[config.mk]
export PLATFORM = sky130hd
export DESIGN_NAME = var_line_buffer
export DESIGN_NICKNAME = d
export VERILOG_FILES = /design/src/rtl/var_line_buffer.sv
export SDC_FILE = /design/constraint.sdc
export NUM_CORES = 2
export LEC_CHECK = 0
export BUFFER_PORTS_ARGS = -buffer_cell sky130_fd_sc_hd__buf_4
export CORE_MARGIN = 10
export CORE_UTILIZATION = 34
export CTS_BUF_LIST = sky130_fd_sc_hd__clkbuf_8 sky130_fd_sc_hd__clkbuf_16
export DETAILED_ROUTE_END_ITERATION = 8
export SETUP_SLACK_MARGIN = 0.05
export SYNTH_ARGS = -nofsm -noshare
export SYNTH_HDL_FRONTEND = slang
export SYNTH_SLANG_ARGS = --single-unit
[constraint.sdc]
create_clock -name clk -period 8.65 [get_ports clk]
set_input_delay 2.1625 -clock clk [delete_from_list [all_inputs] [get_ports clk]]
set_output_delay 2.1625 -clock clk [all_outputs]
set_load 0.1 [all_outputs]
[src/rtl/var_line_buffer.sv]
// Variable-spacing line buffer: pNoTaps taps spaced active_spacing samples apart,
// built from chained circular stores. LINE_BUFFER_FILL_TRACK_EN enables fill tracking and tap masking.
module var_line_buffer #(
    parameter int pNoTaps     = 4,
    parameter int pMaxSpacing = 64,
    parameter int pPtrLength  = 7,
    parameter int pDataLength = 12
) (
    input  logic                           clk,
    input  logic                           reset_n,
    input  logic                           clear,
    input  logic                           enable,
    input  logic                           spacing_load,
    input  logic [pPtrLength-1:0]          spacing,
    input  logic [pDataLength-1:0]         shift_in,
    output logic [pDataLength*pNoTaps-1:0] taps,
    output logic                           taps_valid,
    output logic [pPtrLength-1:0]          active_spacing
);

    localparam int AW = (pMaxSpacing > 1) ? $clog2(pMaxSpacing) : 1;
    localparam int NS = pNoTaps - 1;
    localparam logic [pPtrLength-1:0] MAX_SP = pPtrLength'(pMaxSpacing);

    logic [pDataLength-1:0] store_mem [NS][pMaxSpacing];
    logic [pDataLength-1:0] rd_data   [NS];
    logic [pDataLength-1:0] wr_data   [NS];
    logic [pDataLength-1:0] tap_raw   [pNoTaps];
    logic [pDataLength-1:0] tap_q     [pNoTaps];
    logic [pDataLength-1:0] tap_d     [pNoTaps];
    logic                   unmask    [pNoTaps];

    logic [AW-1:0]         ptr_q, ptr_d;
    logic [pPtrLength-1:0] spacing_q, spacing_d;
    logic                  valid_q, valid_d;
    logic                  flush, advance, ptr_last;

    assign flush    = clear | spacing_load;
    assign advance  = enable & ~flush;
    assign ptr_last = (ptr_q == AW'(spacing_q - pPtrLength'(1)));

    // Stage 0 stores the incoming sample; each later stage stores what the previous stage just read,
    // so every stage adds exactly active_spacing enables of delay.
    generate
        for (genvar gi = 0; gi < NS; gi++) begin : g_stage
            assign rd_data[gi] = store_mem[gi][ptr_q];
            if (gi == 0) begin : g_first
                assign wr_data[gi] = shift_in;
            end else begin : g_chain
                assign wr_data[gi] = rd_data[gi-1];
            end
        end
        for (genvar gi = 0; gi < pNoTaps; gi++) begin : g_tap
            if (gi == 0) begin : g_t0
                assign tap_raw[gi] = shift_in;
            end else begin : g_tk
                assign tap_raw[gi] = rd_data[gi-1];
            end
            assign taps[pDataLength*gi +: pDataLength] = tap_q[gi];
        end
    endgenerate

    always_ff @(posedge clk) begin
        if (advance) begin
            for (int s = 0; s < NS; s++) begin
                store_mem[s][ptr_q] <= wr_data[s];
            end
        end
    end

`ifdef LINE_BUFFER_FILL_TRACK_EN
    localparam int FW = $clog2(NS * pMaxSpacing + 2);

    logic [FW-1:0] fill_q, fill_d, fill_sat;
    logic [FW-1:0] thr [pNoTaps];

    assign fill_sat = FW'(NS) * FW'(spacing_q) + FW'(1);

    generate
        for (genvar gi = 0; gi < pNoTaps; gi++) begin : g_mask
            assign thr[gi]    = FW'(gi) * FW'(spacing_q) + FW'(1);
            assign unmask[gi] = (fill_d >= thr[gi]);
        end
    endgenerate

    always_comb begin
        fill_d = fill_q;
        if (flush) begin
            fill_d = '0;
        end else if (advance && (fill_q != fill_sat)) begin
            fill_d = fill_q + FW'(1);
        end
        valid_d = (fill_d == fill_sat);
    end

    always_ff @(posedge clk or negedge reset_n) begin
        if (!reset_n) begin
            fill_q <= '0;
        end else begin
            fill_q <= fill_d;
        end
    end
`else
    generate
        for (genvar gi = 0; gi < pNoTaps; gi++) begin : g_mask
            assign unmask[gi] = 1'b1;
        end
    endgenerate

    always_comb begin
        valid_d = advance;
    end
`endif

    always_comb begin
        spacing_d = spacing_q;
        if (spacing_load) begin
            if (spacing == '0) begin
                spacing_d = pPtrLength'(1);
            end else if (spacing > MAX_SP) begin
                spacing_d = MAX_SP;
            end else begin
                spacing_d = spacing;
            end
        end

        ptr_d = ptr_q;
        if (flush) begin
            ptr_d = '0;
        end else if (advance) begin
            ptr_d = ptr_last ? '0 : ptr_q + AW'(1);
        end

        for (int k = 0; k < pNoTaps; k++) begin
            tap_d[k] = tap_q[k];
            if (flush) begin
                tap_d[k] = '0;
            end else if (advance) begin
                tap_d[k] = unmask[k] ? tap_raw[k] : '0;
            end
        end
    end

    always_ff @(posedge clk or negedge reset_n) begin
        if (!reset_n) begin
            ptr_q     <= '0;
            spacing_q <= MAX_SP;
            valid_q   <= 1'b0;
            for (int k = 0; k < pNoTaps; k++) begin
                tap_q[k] <= '0;
            end
        end else begin
            ptr_q     <= ptr_d;
            spacing_q <= spacing_d;
            valid_q   <= valid_d;
            for (int k = 0; k < pNoTaps; k++) begin
                tap_q[k] <= tap_d[k];
            end
        end
    end

    assign taps_valid     = valid_q;
    assign active_spacing = spacing_q;

endmodule

Word level (Yosys, flattened, before mapping)
Memory sizes are Yosys's and may differ from the RTL's.
Index checks and enable logic that the tools add are counted.

storage, ports and cells
  register bits = 62
  output and inout bits = 56
  bits in writable memories = 2304
  input bits = 24
  memories = 1

memory list
  name       words  width  rd ports  clocked after memory_dff  wr ports  RTL line  source
  store_mem  3      768    3         0                         3         25        logic [pDataLength-1:0] store_mem [NS][pMaxSpacing];

cells by class
  reduce and logical (&&, ||, !) cells = 3
  eq/ne operators = 1
  order comparisons = 3
  add/subtract/negate cells = 2
  multiplexer cells = 26
  bitwise operators = 4

operators with widths
  cell                                                                   count
  768-bit 2-to-1 mux                                                     1
  12-bit binary-select mux with 6-bit select                             3
  12-bit 2-to-1 mux                                                      15
  12-bit demux with 6-bit select                                         1
  6-bit 2-to-1 mux                                                       3
  7-bit 2-to-1 mux                                                       2
  7-bit >= comparator (second input constant)                            1
  7-bit > comparator (second input constant)                             1
  7-bit logical NOT                                                      1
  7-bit by 1-bit < comparator with 1-bit output (second input constant)  1
  6-bit inverter with 7-bit output                                       1
  6-bit by 1-bit adder with 6-bit output (second input constant)         1
  6-bit equality test                                                    1
  6-bit by 1-bit subtractor with 6-bit output (second input constant)    1
  2-bit nonzero test                                                     1
  1-bit AND                                                              1
  1-bit logical AND                                                      1
  1-bit 2-to-1 mux                                                       1
  1-bit inverter                                                         1
  1-bit OR                                                               1

Logic depth before layout (Yosys ltp)
  depth in word-level cells = 6
  depth in mapped cells = 12

Worst setup path after synthesis
OpenSTA, ideal clock, no wires.

  path type = in2reg
  from = input spacing_load
  to = memory store_mem[0][1008] (netlist name), enable pin
  stages on the path = 4
  arrival = 4.638 ns
  slack = 3.583 ns
  setup time = 0.429 ns
  path through = or2_2 > nor2_1 > nand3_1 > nor2_1

RTL lines
  what             RTL line  source
  start, declared  13        input logic spacing_load,
  end, declared    25

==> summary.txt <==
outcome - finished with violations
failing checks - max-capacitance violations, max-slew violations
metal3 WL - 64100 um
commonest non-fill, non-tap cell in the layout - edfxtp_1
CP dominant cell by count - buf_4
ys async rst share - 2.62%
worst slack, placed - 2.82 ns
Cells after Synth - 5243
critical path class - reg2reg
Initial DRC Count - 12800
hold crit path type - reg2reg
setup TNS - 0 ns
syn_nets - 5269
final hold vios - 0
hold_buf cts - 0
slowest CP cell - dfrtp_4
WP buf/inv - 4
Via Count - 60400
Highest Signal Layer - met5
Worst Hold Launch - taps[6]
crit start category - flop
Max clock buf depth - 3
io pins - 80
metal1 wirelength - 130000 um
Critical Path Fanout Max - 62
worst skew pair latency - 0.94 ns
CP Cell Sequence - buf_4 > buf_12 > nand4b_1 > a21oi_1 > a2111oi_0 > buf_4 > nand4_1 > and4bb_2 > nand2_4 > buf_4
Logic pwr share - 4.5%
Clock Power Share - 41.5%
FMAX - 164 MHz
Slew @ Worst Pin - 1.64 ns
Total GRT Usage - 25.1%
Antenna Violating Nets Remaining - 0
final net count - 5393
internal power - 18.1 mW
Initial Util - 34.1%
DRT Pass-1 Iters - 8
# setup viols final - 0
ys flop type - edfxtp_1
CP delay by family, top - buffers and inverters
Core ar. - 265000 um^2
Final period util - 70.5%
cell area after layout - 104000 um^2
initial antenna violation count - 42
final WL - 378000 um
port bufs - 79
placed instance area - 96300 um^2
htree depth - 4
first-pass GRT wire length - 499000 um
Vert. Die Dim - 536 um
Hold Slack - 0.537 ns
Routed wire per std cell - 41.5 um
synthesized area - 90400 um^2
Pins Over Slew Limit - 18
post_cts resized - 0
clk sinks - 2366
final worst path period need - 6.10 ns
layout cells sized above 1 - 16.2%
most frequent cells in the layout - 2304 x edfxtp_1, 519 x a22oi_1, 330 x a221oi_1
Via density - 6.63
critical path arrival - 6.66 ns
# rows - 189
syn_area_per_cell - 17.2 um^2
Die Area - 287000 um^2
Leakage - 31.7 nW
Critical Path RT - 9.21 ns
Sw Ratio - 22.9%
PnR worst setup slack - 2.55 ns
Post-synth EDFFs - 2304
Flop pwr share - 54.0%
Area growth syn-to-layout - 14.6%
root buffer cell - clkbuf_16
total grt overflow - 0
Synth Register Bits - 2366
Power Dens Cells - 227 nW/um^2
fin cells - 9110
Die W - 536 um
synth warn - 0
Slew Limit Headroom - -10.3%
delay of the slowest critical-path stage - 0.86 ns
P_sw - 5.37 mW
reg2reg start - ptr_q[1]
CTS tree - done
vias in the first global route - 54700
post-synthesis sequential area ratio - 78.3%
hpwl dp - 225000 um
Clk pin slew, worst setup/hold paths - 0.07 ns
unrepaired setup endpoints after global routing - false
remaining routing DRC violations - 0
crit path from - ptr_q[1]
RePlAce Congestion - 0.971
post-synth cell types - 89
Final Skew - 0.0886 ns
largest net degree at the start of global routing - 100
Setup crit end kind - flop
Max VDD drop - 0.222 mV
TritonCTS buffer count - 225
postcts setup bufs - 0
placed cells - 8672
WL met2 - 156000 um
MaxCap Viol Count - 2
[flip-flops by register name, indices dropped and copies added, names as in the netlist]
| register | count |
|---|---|
| ptr_q | 6 |
| taps | 48 |
| store_mem | 2304 |
| taps_valid | 1 |
| active_spacing | 7 |
[kinds of logic after synthesis]
| family | Yosys count | synth area share, % |
|---|---|---|
| flops | 2366 | 78.3 |
| mux | 199 | 2.35 |
| compound gates | 1573 | 13.1 |
| buf+inv | 440 | 2.28 |
| simple gates | 655 | 3.91 |
| fa+ha+maj | 2 | 0.0277 |
| xor+xnor | 8 | 0.0775 |
[path summary, 6_finish.rpt]
path	slack (ns)	depth (start not counted)	end
max	2.55	10	store_mem[0][1707]
min	0.54	2	taps[6]
max reg2reg	2.55	10	store_mem[0][1707]
min reg2reg	0.54	2	taps[6]
max in group asynchronous	6.15	2	taps[18]
min in group asynchronous	1.31	1	active_spacing[3]
[power by group through the flow]
| stage | combinational, mW | clock, mW | sequential [mW] |
|---|---|---|---|
| floorplan | 0.387 | 0 | 13.0 |
| global placement | 0.994 | 0 | 12.9 |
| detailed placement | 1.01 | 0 | 12.9 |
| CTS | 1.01 | 9.71 | 12.7 |
| global route | 1.05 | 10.2 | 12.7 |
| finish | 1.06 | 9.74 | 12.7 |
[Yosys cell counts, types with 6 or more instances]
library cell / count / area share (%)
nand2_1: 68 / 0.28
o221a_2: 9 / 0.11
a221oi_1: 330 / 3.2
nor2_1: 186 / 0.77
nor4_1: 35 / 0.24
a2111oi_2: 6 / 0.10
or4_1: 10 / 0.083
or3_1: 21 / 0.15
o22a_1: 26 / 0.25
o21ai_0: 81 / 0.45
a2111o_1: 7 / 0.087
a221o_1: 22 / 0.24
nand3b_1: 46 / 0.38
a21oi_1: 110 / 0.61
nand4_1: 6 / 0.042
a22oi_1: 519 / 4.3
edfxtp_1: 2304 / 77
nand2b_1: 18 / 0.12
a31oi_1: 26 / 0.18
buf_4: 17 / 0.14
buf_6: 15 / 0.19
nor3_1: 115 / 0.64
a211oi_1: 13 / 0.11
clkbuf_1: 128 / 0.53
o32ai_1: 10 / 0.097
xor2_1: 6 / 0.058
o21a_1: 8 / 0.066
mux2_2: 65 / 0.81
buf_1: 78 / 0.32
a2111oi_0: 18 / 0.17
or3b_2: 27 / 0.26
buf_2: 188 / 1.0
inv_1: 11 / 0.046
o221ai_1: 15 / 0.15
or2_2: 6 / 0.042
a22o_1: 68 / 0.66
dfrtp_1: 61 / 1.7
o2111a_1: 6 / 0.075
and3_1: 18 / 0.12
o22ai_1: 255 / 1.8
nand3_1: 48 / 0.27
mux2i_1: 126 / 1.4
[routing by layer]
metal / global-route usage, % / vias to the layer above
met2: 35.4 / 6082
met4: 14.5 / 36
met5: 0.167 / -
li1: - / 22300
met1: 32.0 / 30800
met3: 11.0 / 1234
[worst reg2reg max path, delay by kind of cell, from the launching register on]
| family | cells | cell delay, ns |
|---|---|---|
| buf+inv | 4 | 2.03 |
| simple gates | 4 | 1.62 |
| compound gates | 2 | 1.06 |
| flops | 1 | 0.86 |
[layout make-up]
type                       count  area (um^2)
fill                       24000       161000
sequential                  2366        70800
multi-input combinational   2437        18400
clock buffer                 234         5750
tap                         3533         4420
timing repair buffer         323         2730
clock inverter               186         1480
inverter                      14         62.6
antenna                       17         42.5
[per-stage QoR]
stage                     utilization (%)  total power [mW]
after floorplan                         -              13.4
after global placement               36.4              13.9
after detailed placement             36.4              13.9
after CTS                            39.1              23.4
after global routing                 39.1              23.9
final                                39.1              23.5
(Power assumes the default switching activity.)
